### config.mk
export PLATFORM = sky130hd
export DESIGN_NAME = uart_transceiver_flat
export DESIGN_NICKNAME = d
export VERILOG_FILES = /design/src/rtl/uart_pkg.sv /design/src/rtl/uart_transceiver_if.sv /design/src/rtl/uart_bit_timer.sv /design/src/rtl/uart_transceiver.sv /design/src/flat_wrapper.sv
export SDC_FILE = /design/constraint.sdc
export NUM_CORES = 1
export LEC_CHECK = 0
export ABC_AREA = 0
export BUFFER_PORTS_ARGS = -buffer_cell sky130_fd_sc_hd__buf_2
export CORE_ASPECT_RATIO = 1.2
export CORE_MARGIN = 8
export CORE_UTILIZATION = 55
export CTS_BUF_LIST = sky130_fd_sc_hd__clkbuf_8
export DETAILED_ROUTE_END_ITERATION = 10
export PLACE_DENSITY_LB_ADDON = 0.1
export SKIP_CTS_REPAIR_TIMING = 1
export SYNTH_ARGS = -nofsm -noshare
export SYNTH_HDL_FRONTEND = slang
export SYNTH_SLANG_ARGS = --single-unit
export TNS_END_PERCENT = 30
### constraint.sdc
create_clock -name clk -period 2 [get_ports clk]
set_input_delay 0.2 -clock clk [delete_from_list [all_inputs] [get_ports clk]]
set_output_delay 0.2 -clock clk [all_outputs]
set_load 0.02 [all_outputs]
### src/rtl/uart_pkg.sv
// uart_pkg: shared types and helpers for the UART transceiver.
//   tx_state_t / rx_state_t : FSM state encodings for the TX and RX paths.
//   frame_bits()            : number of bit periods in one transmitted frame.
//   parity_bit()            : parity bit value for a data word (even or odd).
package uart_pkg;

  typedef enum logic [2:0] {
    TX_IDLE,
    TX_START,
    TX_DATA,
    TX_PARITY,
    TX_STOP
  } tx_state_t;

  typedef enum logic [2:0] {
    RX_IDLE,
    RX_START,
    RX_DATA,
    RX_PARITY,
    RX_STOP
  } rx_state_t;

  function automatic int frame_bits(input int n, input int parity_en, input int stop_bits);
    return 1 + n + parity_en + stop_bits;
  endfunction

  // Data is zero-extended to 16 bits by the caller; the extra zeros do not
  // change the XOR reduction.
  function automatic logic parity_bit(input logic [15:0] data, input logic odd);
    return (^data) ^ odd;
  endfunction

endpackage

### src/rtl/uart_transceiver_if.sv
// uart_transceiver_if: byte-stream and serial-pin bundle of the transceiver.
//   tx_data/tx_valid/tx_ready : transmit word handshake (accept = valid & ready)
//   txd / rxd                 : serial output / asynchronous serial input
//   rx_data/rx_valid          : received word and its one-cycle completion pulse
//   rx_parity_err/rx_frame_err: error status of the last received frame
// Modport slave is the transceiver side; master is the producer/consumer side.
interface uart_transceiver_if #(
  parameter int N = 8
);
  logic [N-1:0] tx_data;
  logic         tx_valid;
  logic         tx_ready;
  logic         txd;
  logic         rxd;
  logic [N-1:0] rx_data;
  logic         rx_valid;
  logic         rx_parity_err;
  logic         rx_frame_err;

  modport master (
    output tx_data, tx_valid, rxd,
    input  tx_ready, txd, rx_data, rx_valid, rx_parity_err, rx_frame_err
  );

  modport slave (
    input  tx_data, tx_valid, rxd,
    output tx_ready, txd, rx_data, rx_valid, rx_parity_err, rx_frame_err
  );
endinterface

### src/rtl/uart_bit_timer.sv
// uart_bit_timer: bit-period counter for one UART direction.
//   clk    : clock
//   rst    : synchronous active-low reset
//   clr_i  : hold the counter at 0 (idle)
//   half_i : preload so the first tick arrives CLKS_PER_BIT/2 cycles later
//   tick_o : high in the last cycle of each bit period
// half_i takes priority over clr_i so the RX FSM can request the half-bit
// preload while it is still in IDLE.
module uart_bit_timer #(
  parameter int CLKS_PER_BIT = 16
) (
  input  logic clk,
  input  logic rst,
  input  logic clr_i,
  input  logic half_i,
  output logic tick_o
);
  localparam int CW = $clog2(CLKS_PER_BIT);
  localparam logic [CW-1:0] LAST      = CW'(CLKS_PER_BIT - 1);
  localparam logic [CW-1:0] HALF_LOAD = CW'(CLKS_PER_BIT - CLKS_PER_BIT / 2);

  logic [CW-1:0] cnt_q, cnt_d;

  always_comb begin
    cnt_d = cnt_q;
    if (half_i) begin
      cnt_d = HALF_LOAD;
    end else if (clr_i) begin
      cnt_d = '0;
    end else if (cnt_q == LAST) begin
      cnt_d = '0;
    end else begin
      cnt_d = cnt_q + 1'b1;
    end
  end

  always_ff @(posedge clk) begin
    if (!rst) begin
      cnt_q <= '0;
    end else begin
      cnt_q <= cnt_d;
    end
  end

  assign tick_o = (cnt_q == LAST);

endmodule

### src/rtl/uart_transceiver.sv
// uart_transceiver: full-duplex UART, independent TX and RX sharing one clock.
//   clk : clock
//   rst : synchronous active-low reset
//   bus : uart_transceiver_if.slave (tx_data/tx_valid/tx_ready, txd, rxd,
//         rx_data/rx_valid, rx_parity_err, rx_frame_err)
// Parameters: N data bits (LSB first), CLKS_PER_BIT (>= 4), PARITY_EN,
// PARITY_ODD, STOP_BITS (1 or 2, receiver checks only the first).
module uart_transceiver
  import uart_pkg::*;
#(
  parameter int N            = 8,
  parameter int CLKS_PER_BIT = 16,
  parameter int PARITY_EN    = 0,
  parameter int PARITY_ODD   = 0,
  parameter int STOP_BITS    = 1
) (
  input logic                  clk,
  input logic                  rst,
  uart_transceiver_if.slave    bus
);
  localparam int   IW  = $clog2(N);
  localparam logic ODD = (PARITY_ODD != 0);
  localparam logic PEN = (PARITY_EN != 0);

  // ---------------------------------------------------------------- TX path
  tx_state_t    tx_state_q, tx_state_d;
  logic [N-1:0] tx_shift_q, tx_shift_d;
  logic [IW-1:0] tx_idx_q, tx_idx_d;
  logic         tx_par_q, tx_par_d;
  logic         txd_q, txd_d;
  logic         tx_tick;

  uart_bit_timer #(.CLKS_PER_BIT(CLKS_PER_BIT)) u_tx_timer (
    .clk    (clk),
    .rst    (rst),
    .clr_i  (tx_state_q == TX_IDLE),
    .half_i (1'b0),
    .tick_o (tx_tick)
  );

  always_comb begin
    tx_state_d = tx_state_q;
    tx_shift_d = tx_shift_q;
    tx_idx_d   = tx_idx_q;
    tx_par_d   = tx_par_q;
    case (tx_state_q)
      TX_IDLE: begin
        if (bus.tx_valid) begin
          tx_state_d = TX_START;
          tx_shift_d = bus.tx_data;
          tx_par_d   = parity_bit(16'(bus.tx_data), ODD);
          tx_idx_d   = '0;
        end
      end
      TX_START: begin
        if (tx_tick) begin
          tx_state_d = TX_DATA;
          tx_idx_d   = '0;
        end
      end
      TX_DATA: begin
        if (tx_tick) begin
          if (tx_idx_q == IW'(N - 1)) begin
            tx_idx_d   = '0;
            tx_state_d = PEN ? TX_PARITY : TX_STOP;
          end else begin
            tx_idx_d   = tx_idx_q + 1'b1;
            tx_shift_d = tx_shift_q >> 1;
          end
        end
      end
      TX_PARITY: begin
        if (tx_tick) begin
          tx_state_d = TX_STOP;
          tx_idx_d   = '0;
        end
      end
      TX_STOP: begin
        // The bit index doubles as the stop-bit counter.
        if (tx_tick) begin
          if (tx_idx_q == IW'(STOP_BITS - 1)) begin
            tx_state_d = TX_IDLE;
            tx_idx_d   = '0;
          end else begin
            tx_idx_d = tx_idx_q + 1'b1;
          end
        end
      end
      default: tx_state_d = TX_IDLE;
    endcase

    // txd is registered from the next state so the line changes on the same
    // edge as the state, giving the 1-cycle accept-to-start latency.
    case (tx_state_d)
      TX_START:  txd_d = 1'b0;
      TX_DATA:   txd_d = tx_shift_d[0];
      TX_PARITY: txd_d = tx_par_q;
      default:   txd_d = 1'b1;
    endcase
  end

  always_ff @(posedge clk) begin
    if (!rst) begin
      tx_state_q <= TX_IDLE;
      tx_shift_q <= '0;
      tx_idx_q   <= '0;
      tx_par_q   <= 1'b0;
      txd_q      <= 1'b1;
    end else begin
      tx_state_q <= tx_state_d;
      tx_shift_q <= tx_shift_d;
      tx_idx_q   <= tx_idx_d;
      tx_par_q   <= tx_par_d;
      txd_q      <= txd_d;
    end
  end

  assign bus.tx_ready = (tx_state_q == TX_IDLE);
  assign bus.txd      = txd_q;

  // ---------------------------------------------------------------- RX path
  logic          rx_meta_q, rxs_q;
  rx_state_t     rx_state_q, rx_state_d;
  logic [N-1:0]  rx_shift_q, rx_shift_d;
  logic [IW-1:0] rx_idx_q, rx_idx_d;
  logic          rx_par_q, rx_par_d;
  logic [N-1:0]  rx_data_q, rx_data_d;
  logic          rx_valid_q, rx_valid_d;
  logic          rx_perr_q, rx_perr_d;
  logic          rx_ferr_q, rx_ferr_d;
  logic          rx_tick;

  // Two-flop synchronizer; resets to the idle line level.
  always_ff @(posedge clk) begin
    if (!rst) begin
      rx_meta_q <= 1'b1;
      rxs_q     <= 1'b1;
    end else begin
      rx_meta_q <= bus.rxd;
      rxs_q     <= rx_meta_q;
    end
  end

  // In IDLE a low line preloads the timer so the start bit is re-checked
  // half a bit later; every later sample is one full bit period apart.
  uart_bit_timer #(.CLKS_PER_BIT(CLKS_PER_BIT)) u_rx_timer (
    .clk    (clk),
    .rst    (rst),
    .clr_i  (rx_state_q == RX_IDLE),
    .half_i ((rx_state_q == RX_IDLE) && !rxs_q),
    .tick_o (rx_tick)
  );

  always_comb begin
    rx_state_d = rx_state_q;
    rx_shift_d = rx_shift_q;
    rx_idx_d   = rx_idx_q;
    rx_par_d   = rx_par_q;
    rx_data_d  = rx_data_q;
    rx_perr_d  = rx_perr_q;
    rx_ferr_d  = rx_ferr_q;
    rx_valid_d = 1'b0;
    case (rx_state_q)
      RX_IDLE: begin
        if (!rxs_q) rx_state_d = RX_START;
      end
      RX_START: begin
        if (rx_tick) begin
          // A line that is high again at mid-start was a glitch.
          rx_state_d = rxs_q ? RX_IDLE : RX_DATA;
          rx_idx_d   = '0;
        end
      end
      RX_DATA: begin
        if (rx_tick) begin
          rx_shift_d = {rxs_q, rx_shift_q[N-1:1]};
          if (rx_idx_q == IW'(N - 1)) begin
            rx_idx_d   = '0;
            rx_state_d = PEN ? RX_PARITY : RX_STOP;
          end else begin
            rx_idx_d = rx_idx_q + 1'b1;
          end
        end
      end
      RX_PARITY: begin
        if (rx_tick) begin
          rx_par_d   = rxs_q;
          rx_state_d = RX_STOP;
        end
      end
      RX_STOP: begin
        if (rx_tick) begin
          rx_state_d = RX_IDLE;
          rx_data_d  = rx_shift_q;
          rx_perr_d  = PEN & (parity_bit(16'(rx_shift_q), ODD) ^ rx_par_q);
          rx_ferr_d  = !rxs_q;
          rx_valid_d = 1'b1;
        end
      end
      default: rx_state_d = RX_IDLE;
    endcase
  end

  always_ff @(posedge clk) begin
    if (!rst) begin
      rx_state_q <= RX_IDLE;
      rx_shift_q <= '0;
      rx_idx_q   <= '0;
      rx_par_q   <= 1'b0;
      rx_data_q  <= '0;
      rx_valid_q <= 1'b0;
      rx_perr_q  <= 1'b0;
      rx_ferr_q  <= 1'b0;
    end else begin
      rx_state_q <= rx_state_d;
      rx_shift_q <= rx_shift_d;
      rx_idx_q   <= rx_idx_d;
      rx_par_q   <= rx_par_d;
      rx_data_q  <= rx_data_d;
      rx_valid_q <= rx_valid_d;
      rx_perr_q  <= rx_perr_d;
      rx_ferr_q  <= rx_ferr_d;
    end
  end

  assign bus.rx_data       = rx_data_q;
  assign bus.rx_valid      = rx_valid_q;
  assign bus.rx_parity_err = rx_perr_q;
  assign bus.rx_frame_err  = rx_ferr_q;

endmodule

### src/flat_wrapper.sv
// flat-port wrapper written by rule: the top's interface ports become plain ports
module uart_transceiver_flat import uart_pkg::*;
#(
  parameter int N            = 8,
  parameter int CLKS_PER_BIT = 16,
  parameter int PARITY_EN    = 0,
  parameter int PARITY_ODD   = 0,
  parameter int STOP_BITS    = 1
)
  (clk, rst, bus_tx_data, bus_tx_valid, bus_rxd, bus_tx_ready, bus_txd, bus_rx_data, bus_rx_valid, bus_rx_parity_err, bus_rx_frame_err);
  uart_transceiver_if #(.N(N)) bus_i ();
  input logic clk;
  input logic rst;
  input wire logic [$bits(bus_i.tx_data)-1:0] bus_tx_data;
  input wire logic [$bits(bus_i.tx_valid)-1:0] bus_tx_valid;
  input wire logic [$bits(bus_i.rxd)-1:0] bus_rxd;
  output wire logic [$bits(bus_i.tx_ready)-1:0] bus_tx_ready;
  output wire logic [$bits(bus_i.txd)-1:0] bus_txd;
  output wire logic [$bits(bus_i.rx_data)-1:0] bus_rx_data;
  output wire logic [$bits(bus_i.rx_valid)-1:0] bus_rx_valid;
  output wire logic [$bits(bus_i.rx_parity_err)-1:0] bus_rx_parity_err;
  output wire logic [$bits(bus_i.rx_frame_err)-1:0] bus_rx_frame_err;
  assign bus_i.tx_data = bus_tx_data;
  assign bus_i.tx_valid = bus_tx_valid;
  assign bus_i.rxd = bus_rxd;
  assign bus_tx_ready = bus_i.tx_ready;
  assign bus_txd = bus_i.txd;
  assign bus_rx_data = bus_i.rx_data;
  assign bus_rx_valid = bus_i.rx_valid;
  assign bus_rx_parity_err = bus_i.rx_parity_err;
  assign bus_rx_frame_err = bus_i.rx_frame_err;
  uart_transceiver #(.N(N), .CLKS_PER_BIT(CLKS_PER_BIT), .PARITY_EN(PARITY_EN), .PARITY_ODD(PARITY_ODD), .STOP_BITS(STOP_BITS)) u_core (.clk(clk), .rst(rst), .bus(bus_i));
endmodule
# ---- Word level (Yosys, flattened, before mapping)
# Cells that the tools add are included.
dict set report word_totals {
  ram_bits 0
  elab_cells 103
  regBits 50
  n_memories 0
  out_inout_bits 13
  rom_bits 0
  input_bits 12
  latch_bits 0
}
dict set report op_classes {
  n_reduce_logical 20
  order_cmp 0
  n_mul 0
  bitwise_logic 1
  n_addsub 4
  shift 0
  n_mux 35
  n_eq_ne 26
  n_div 0
}
# operator count
set op_table {}
lappend op_table {{$mux W3} 21}
lappend op_table {{$pmux W3 S5} 2}
lappend op_table {{$mux W8} 3}
lappend op_table {{$eq A3 B2 Y1 const B} 6}
lappend op_table {{$ne A2 B1 Y1 const B} 8}
lappend op_table {{$pmux W8 S2} 1}
lappend op_table {{$reduce_xor A16 Y1} 1}
lappend op_table {{$eq A3 B3 Y1 const B} 4}
lappend op_table {{$mux W4} 3}
lappend op_table {{$pmux W3 S4} 1}
lappend op_table {{$eq A3 B1 Y1 const B} 3}
lappend op_table {{$logic_not A3 Y1} 3}
lappend op_table {{$add A4 B1 Y4 const B} 2}
lappend op_table {{$eq A4 B4 Y1 const B} 2}
lappend op_table {{$reduce_and A2 Y1} 4}
lappend op_table {{$add A3 B1 Y3 const B} 2}
lappend op_table {{$ne A2 B2 Y1 const B} 3}
lappend op_table {{$pmux W3 S2} 1}
lappend op_table {{$reduce_and A6 Y1} 1}
lappend op_table {{$reduce_and A5 Y1} 1}
lappend op_table {{$reduce_and A4 Y1} 1}
lappend op_table {{$reduce_bool A2 Y1} 2}
lappend op_table {{$reduce_bool A4 Y1} 1}
lappend op_table {{$reduce_or A4 Y1} 1}
lappend op_table {{other kinds (9)} 9}

# ---- Depth between registers and ports, before layout
dict set report logic_depth {
  depth_word 6
  mapped_depth 7
  depth_no_buf 6
}

# ---- Hierarchy
# Synthesis repeated with hierarchy kept, for this count alone.
dict set report hier_totals {
  hier_cells 258
  area_unflattened_um2 2312.2
}
# mod area_each_um2 instances cells_each
set modules_own_cells {}
lappend modules_own_cells {uart_transceiver 1944.4 1 218}
lappend modules_own_cells {uart_bit_timer 183.9 2 20}

# ---- Worst setup path before layout
# Ideal clock, no wire load.
dict set report synth_path {
  path_type {register to register}
  start {register u_core.u_tx_timer.cnt_q[0]}
  end {register u_core.txd_q, in the netlist u_core.bus.txd}
  n_path_buf 1
  arrival_ps 1525
  setup_ps 136
  stages_incl_launch_ff 7
  required_time_ps 1864
  path_slack_ps 339
  cell_sequence {dfxtp_1 > ha_1 > and4_1 > and3_1 > buf_6 > a2111oi_2 > o221ai_1}
}
dict set report synth_between {
  elab_chain_cells 5
  word_cells_on_any_way 12
  classes_between {4 x eq/ne; 8 x mux}
}
# item line_no
set synth_lines {}
lappend synth_lines {{from (decl)} uart_bit_timer.sv:22} ;# logic [CW-1:0] cnt_q, cnt_d;
lappend synth_lines {{from (signal assigned)} uart_bit_timer.sv:41} ;# cnt_q <= cnt_d;
lappend synth_lines {{$eq A4 B4 Y1 (*)} uart_bit_timer.sv:45} ;# assign tick_o = (cnt_q == LAST);
lappend synth_lines {{$mux W3 (on tied branches)} -}
lappend synth_lines {{$pmux W3 S5} uart_transceiver.sv:46} ;# case (tx_state_q)
lappend synth_lines {{$eq A3 B2 Y1 / $eq A3 B1 Y1 (equally long branches)} uart_transceiver.sv:94} ;# case (tx_state_d)
lappend synth_lines {{$pmux W1 S3 (*)} uart_transceiver.sv:94}
lappend synth_lines {{to (signal assigned)} uart_transceiver.sv:114} ;# txd_q <= txd_d;
lappend synth_lines {{to (decl)} uart_transceiver.sv:30} ;# logic txd_q, txd_d;
# Every way passes the cells marked *; elsewhere a longest branch is shown, timed or not. The select of a mux whose other input is x is not followed.
# A chain may end at the register's enable or synchronous reset.

# ---- Final worst setup path
dict set report layout_path {
  start {register u_core.tx_idx_q[0]}
  end {register u_core.txd_q, in the netlist u_core.bus.txd}
}
dict set report layout_between {
  elab_chain_cells 6
  word_cells_on_any_way 14
  classes_between {4 x eq/ne; 9 x mux; 1 x reduce/logical}
}
# item line_no
set layout_lines {}
lappend layout_lines {{from (decl)} uart_transceiver.sv:28} ;# logic [IW-1:0] tx_idx_q, tx_idx_d;
lappend layout_lines {{from (signal assigned)} uart_transceiver.sv:112} ;# tx_idx_q <= tx_idx_d;
lappend layout_lines {{$eq A3 B3 Y1 / $logic_not A3 Y1 (equally long branches)} {uart_transceiver.sv:63, uart_transceiver.sv:81}}
lappend layout_lines {{$mux W3 (on tied branches)} {uart_transceiver.sv:63, uart_transceiver.sv:81}}
lappend layout_lines {{$mux W3 (on tied branches)} {uart_transceiver.sv:62, uart_transceiver.sv:80}}
lappend layout_lines {{$pmux W3 S5} uart_transceiver.sv:46}
lappend layout_lines {{$eq A3 B2 Y1 / $eq A3 B1 Y1 (equally long branches)} uart_transceiver.sv:94}
lappend layout_lines {{$pmux W1 S3 (*)} uart_transceiver.sv:94}
# Marked as above.

==> flow_metrics.py <==
metrics = {
    "floorplanning": {
        "io_pins": 25,
        "core-area_um2": 3940,
        "dieArea_um2": 6440,
        "die_h_um": 86.3,
        "start_util_pct": 57.5,
        "die_x_um": 74.6,
        "num_rows": 25,
    },
    "setup_path": {
        "startpoint": "u_core.tx_idx_q[0]",
        "ff2ff_path_depth": 6,
        "cp-end-kind": "flip-flop",
        "cp_max_fo": 8,
        "critical_path.startpoint_type": "flip-flop",
        "critPathRequiredTime_ns": 2.17,
        "crit_type": "reg -> reg",
        "worstSetupEndpoint": "u_core.bus.txd",
        "r2r-start": "u_core.tx_idx_q[0]",
        "regToRegEndpoint": "u_core.bus.txd",
        "r2r_slack_ns": 0.16,
        "worst_ep_arrival_time_ns": 2.01,
    },
    "outcome": {
        "status": "finished clean",
    },
    "worst_hold_path": {
        "hold_start": "bus_rxd",
        "holdCritPathClass": "in -> reg",
    },
    "layout": {
        "final_area_um2": 2500,
        "layout_common_cells": "dfxtp_1, nor2_1, buf_2",
        "nets": 283,
        "n_antenna_cell": 0,
        "layout_commonest_cell": "dfxtp_1",
        "synthToLayoutAreaGrowth_pct": 10.6,
        "drive_gt1_share_pct": 15.1,
    },
    "routing": {
        "wl_per_cell_um": 13.3,
        "vias": 1747,
        "drc_errors": 0,
        "dr.pass1.iters": 4,
        "ant_nets": 0,
        "drt_iter0_drc": 95,
        "totalWireLength_um": 4230,
        "via_per_inst": 5.48,
    },
    "global_routing": {
        "grt-ovfl-total": 0,
        "grt_start_max_net_pins": 34,
        "antenna_found_initial": 0,
        "grt_pass1_vias": 1680,
        "grt_use_total_pct": 14.2,
        "grt_first_pass_wirelength_um": 7200,
    },
    "logic_synthesis": {
        "avgSynthCellArea_um2": 9.36,
        "yosysSeqAreaShare_pct": 44.2,
        "syn_nets": 261,
        "yosys_warnings": 0,
        "ys.flop_type": "dfxtp_1",
        "synth_edf_count": 0,
        "yosysUniqueCellTypes": 48,
        "synth_seq_cells": 50,
        "synthArstFlopShare_pct": 0,
        "syn_inst": 242,
        "mappedNetlistArea_um2": 2260,
    },
    "timing": {
        "fmax_mhz": 543,
        "period_share_pct": 92.1,
        "slew_headroom_pct": 54.9,
        "rsz0062_at_grt": "no",
        "period_minus_slack_ns": 1.84,
        "fin_skew_ns": 0.00828,
        "final.setup.tns_ns": 0,
        "slew_violations": 0,
        "report.final.setup_viol": 0,
        "hold_viol": 0,
        "tightestPinTransition_ns": 0.674,
    },
    "run": {
        "maxCapViolCount": 0,
    },
    "cts": {
        "cts_root_buf": "clkbuf_8",
        "clkTransAtPathRegs_ns": 0.09,
        "numCtsBuffers": 5,
        "htreeDepth": 2,
        "clockBufferDepth": 2,
        "cts.sinks": 50,
        "insertion_delay_ns": 0.31,
        "cts_tree": "yes",
    },
    "placement": {
        "place_area_um2": 2410,
        "io_buffers": 23,
        "gp_congestion": 0.843,
        "hpwl_um": 3100,
    },
    "power": {
        "leakage_nw": 1.06,
        "peakVddDrop_uv": 336,
        "power-per-cell-area_nw_per_um2": 710,
    },
}
-- final cells by class --
| cell class | instances | area, µm² |
|---|---|---|
| multi-input cells | 168 | 1150 |
| repair buffers | 27 | 145 |
| clock buffers | 5 | 68.8 |
| clock inverters | 3 | 21.3 |
| fillers | 370 | 1440 |
| well taps | 54 | 67.6 |
| inverters | 12 | 45.0 |
| flip-flops and latches | 50 | 1000 |
-- critical path: stages, from the launching register on --
cell       delay (ns)
dfxtp_1          0.39
ha_1             0.17
ha_1             0.22
nor2_1           0.11
and3_1           0.30
a2111oi_2        0.38
o221ai_1         0.15
-- report_power, final --
| part | switching, mW | total, mW | internal (mW) |
|---|---|---|---|
| Sequential | 0.0232 | 1.05 | 1.02 |
| Combinational | 0.0859 | 0.153 | 0.0666 |
| Clock | 0.331 | 0.577 | 0.246 |
| Total | 0.441 | 1.78 | 1.34 |
-- logic make-up (layout without fill, tap and decap cells) --
group	count (synthesis)	count (layout)	share of synthesized area, %
AND/OR/NAND/NOR	82	82	19.7
AO/OA/AOI/OAI	51	51	15.9
flip-flops	50	50	44.2
buffers and inverters	24	47	4.81
multiplexers	17	17	7.51
XOR/XNOR	10	10	3.87
adder cells (fa/ha/maj)	7	7	3.87
other	1	1	0.166
-- flip-flops by register name, summed over array words and instances, names as in the netlist, 3 cells and up --
register	cells
u_core.bus.rx_data	8
u_core.rx_idx_q	3
u_core.rx_shift_q	8
u_core.rx_state_q	3
u_core.tx_idx_q	3
u_core.tx_shift_q	8
u_core.tx_state_q	3
u_core.u_rx_timer.cnt_q	4
u_core.u_tx_timer.cnt_q	4
-- per-stage QoR --
step | worst slack [ns] | util (%) | hold WS (ns) | power [mW] | std cells
2_1_floorplan | 0.339 | - | 0.301 | 1.18 | 242
3_3_place_gp | 0.224 | 61.2 | 0.391 | 1.22 | 311
3_5_place_dp | 0.196 | 61.2 | 0.392 | 1.22 | 311
4_1_cts | 0.174 | 63.5 | 0.0604 | 1.81 | 319
5_1_grt | 0.00813 | 63.5 | 0.0761 | 1.86 | 319
6_report | 0.159 | 63.5 | 0.0743 | 1.78 | 319
-- worst min-delay path by stage --
| stage | to | slack [ns] | cells past startpoint |
|---|---|---|---|
| 2_1_floorplan | u_core.rx_meta_q | 0.30 | 1 |
| 3_3_place_gp | u_core.rxs_q | 0.39 | 1 |
| 3_5_place_dp | u_core.rx_meta_q | 0.39 | 2 |
| 4_1_cts | u_core.rx_meta_q | 0.06 | 2 |
| 5_1_grt | u_core.rx_meta_q | 0.08 | 2 |
| 6_report | u_core.rx_meta_q | 0.07 | 2 |
-- synth_stat cells (all sizes together) (2+ instances only) --
library cell   n  area, µm²
nand2b         5       31.3
nand3          8       40.0
mux2i         17        170
and3           3       18.8
a22oi          7       52.6
a31oi          5       31.3
nor2          33        124
nand2          8       30.0
o22ai          2       12.5
nor3           3       26.3
and2           3       18.8
or3            2       12.5
o31ai          2       15.0
o2bb2ai        6       52.6
a21oi          6       30.0
buf            6       38.8
clkbuf         6       25.0
inv           11       41.3
nor4           2       12.5
dfxtp         50       1000
a32o           2       20.0
nor2b          7       43.8
nand4          4       25.0
xnor2          9       78.8
ha             7       87.6
o21ai         11       55.1
-- metal layers --
metal / track usage (%) / wire [µm] / vias up
met4: 6.61 / 80 / 0
li1: - / - / 906
met1: 15.9 / 1930 / 809
met3: 3.81 / 171 / 5
met5: 0 / 0 / -
met2: 23.9 / 2050 / 27
Power figures use the tool's default switching activity.
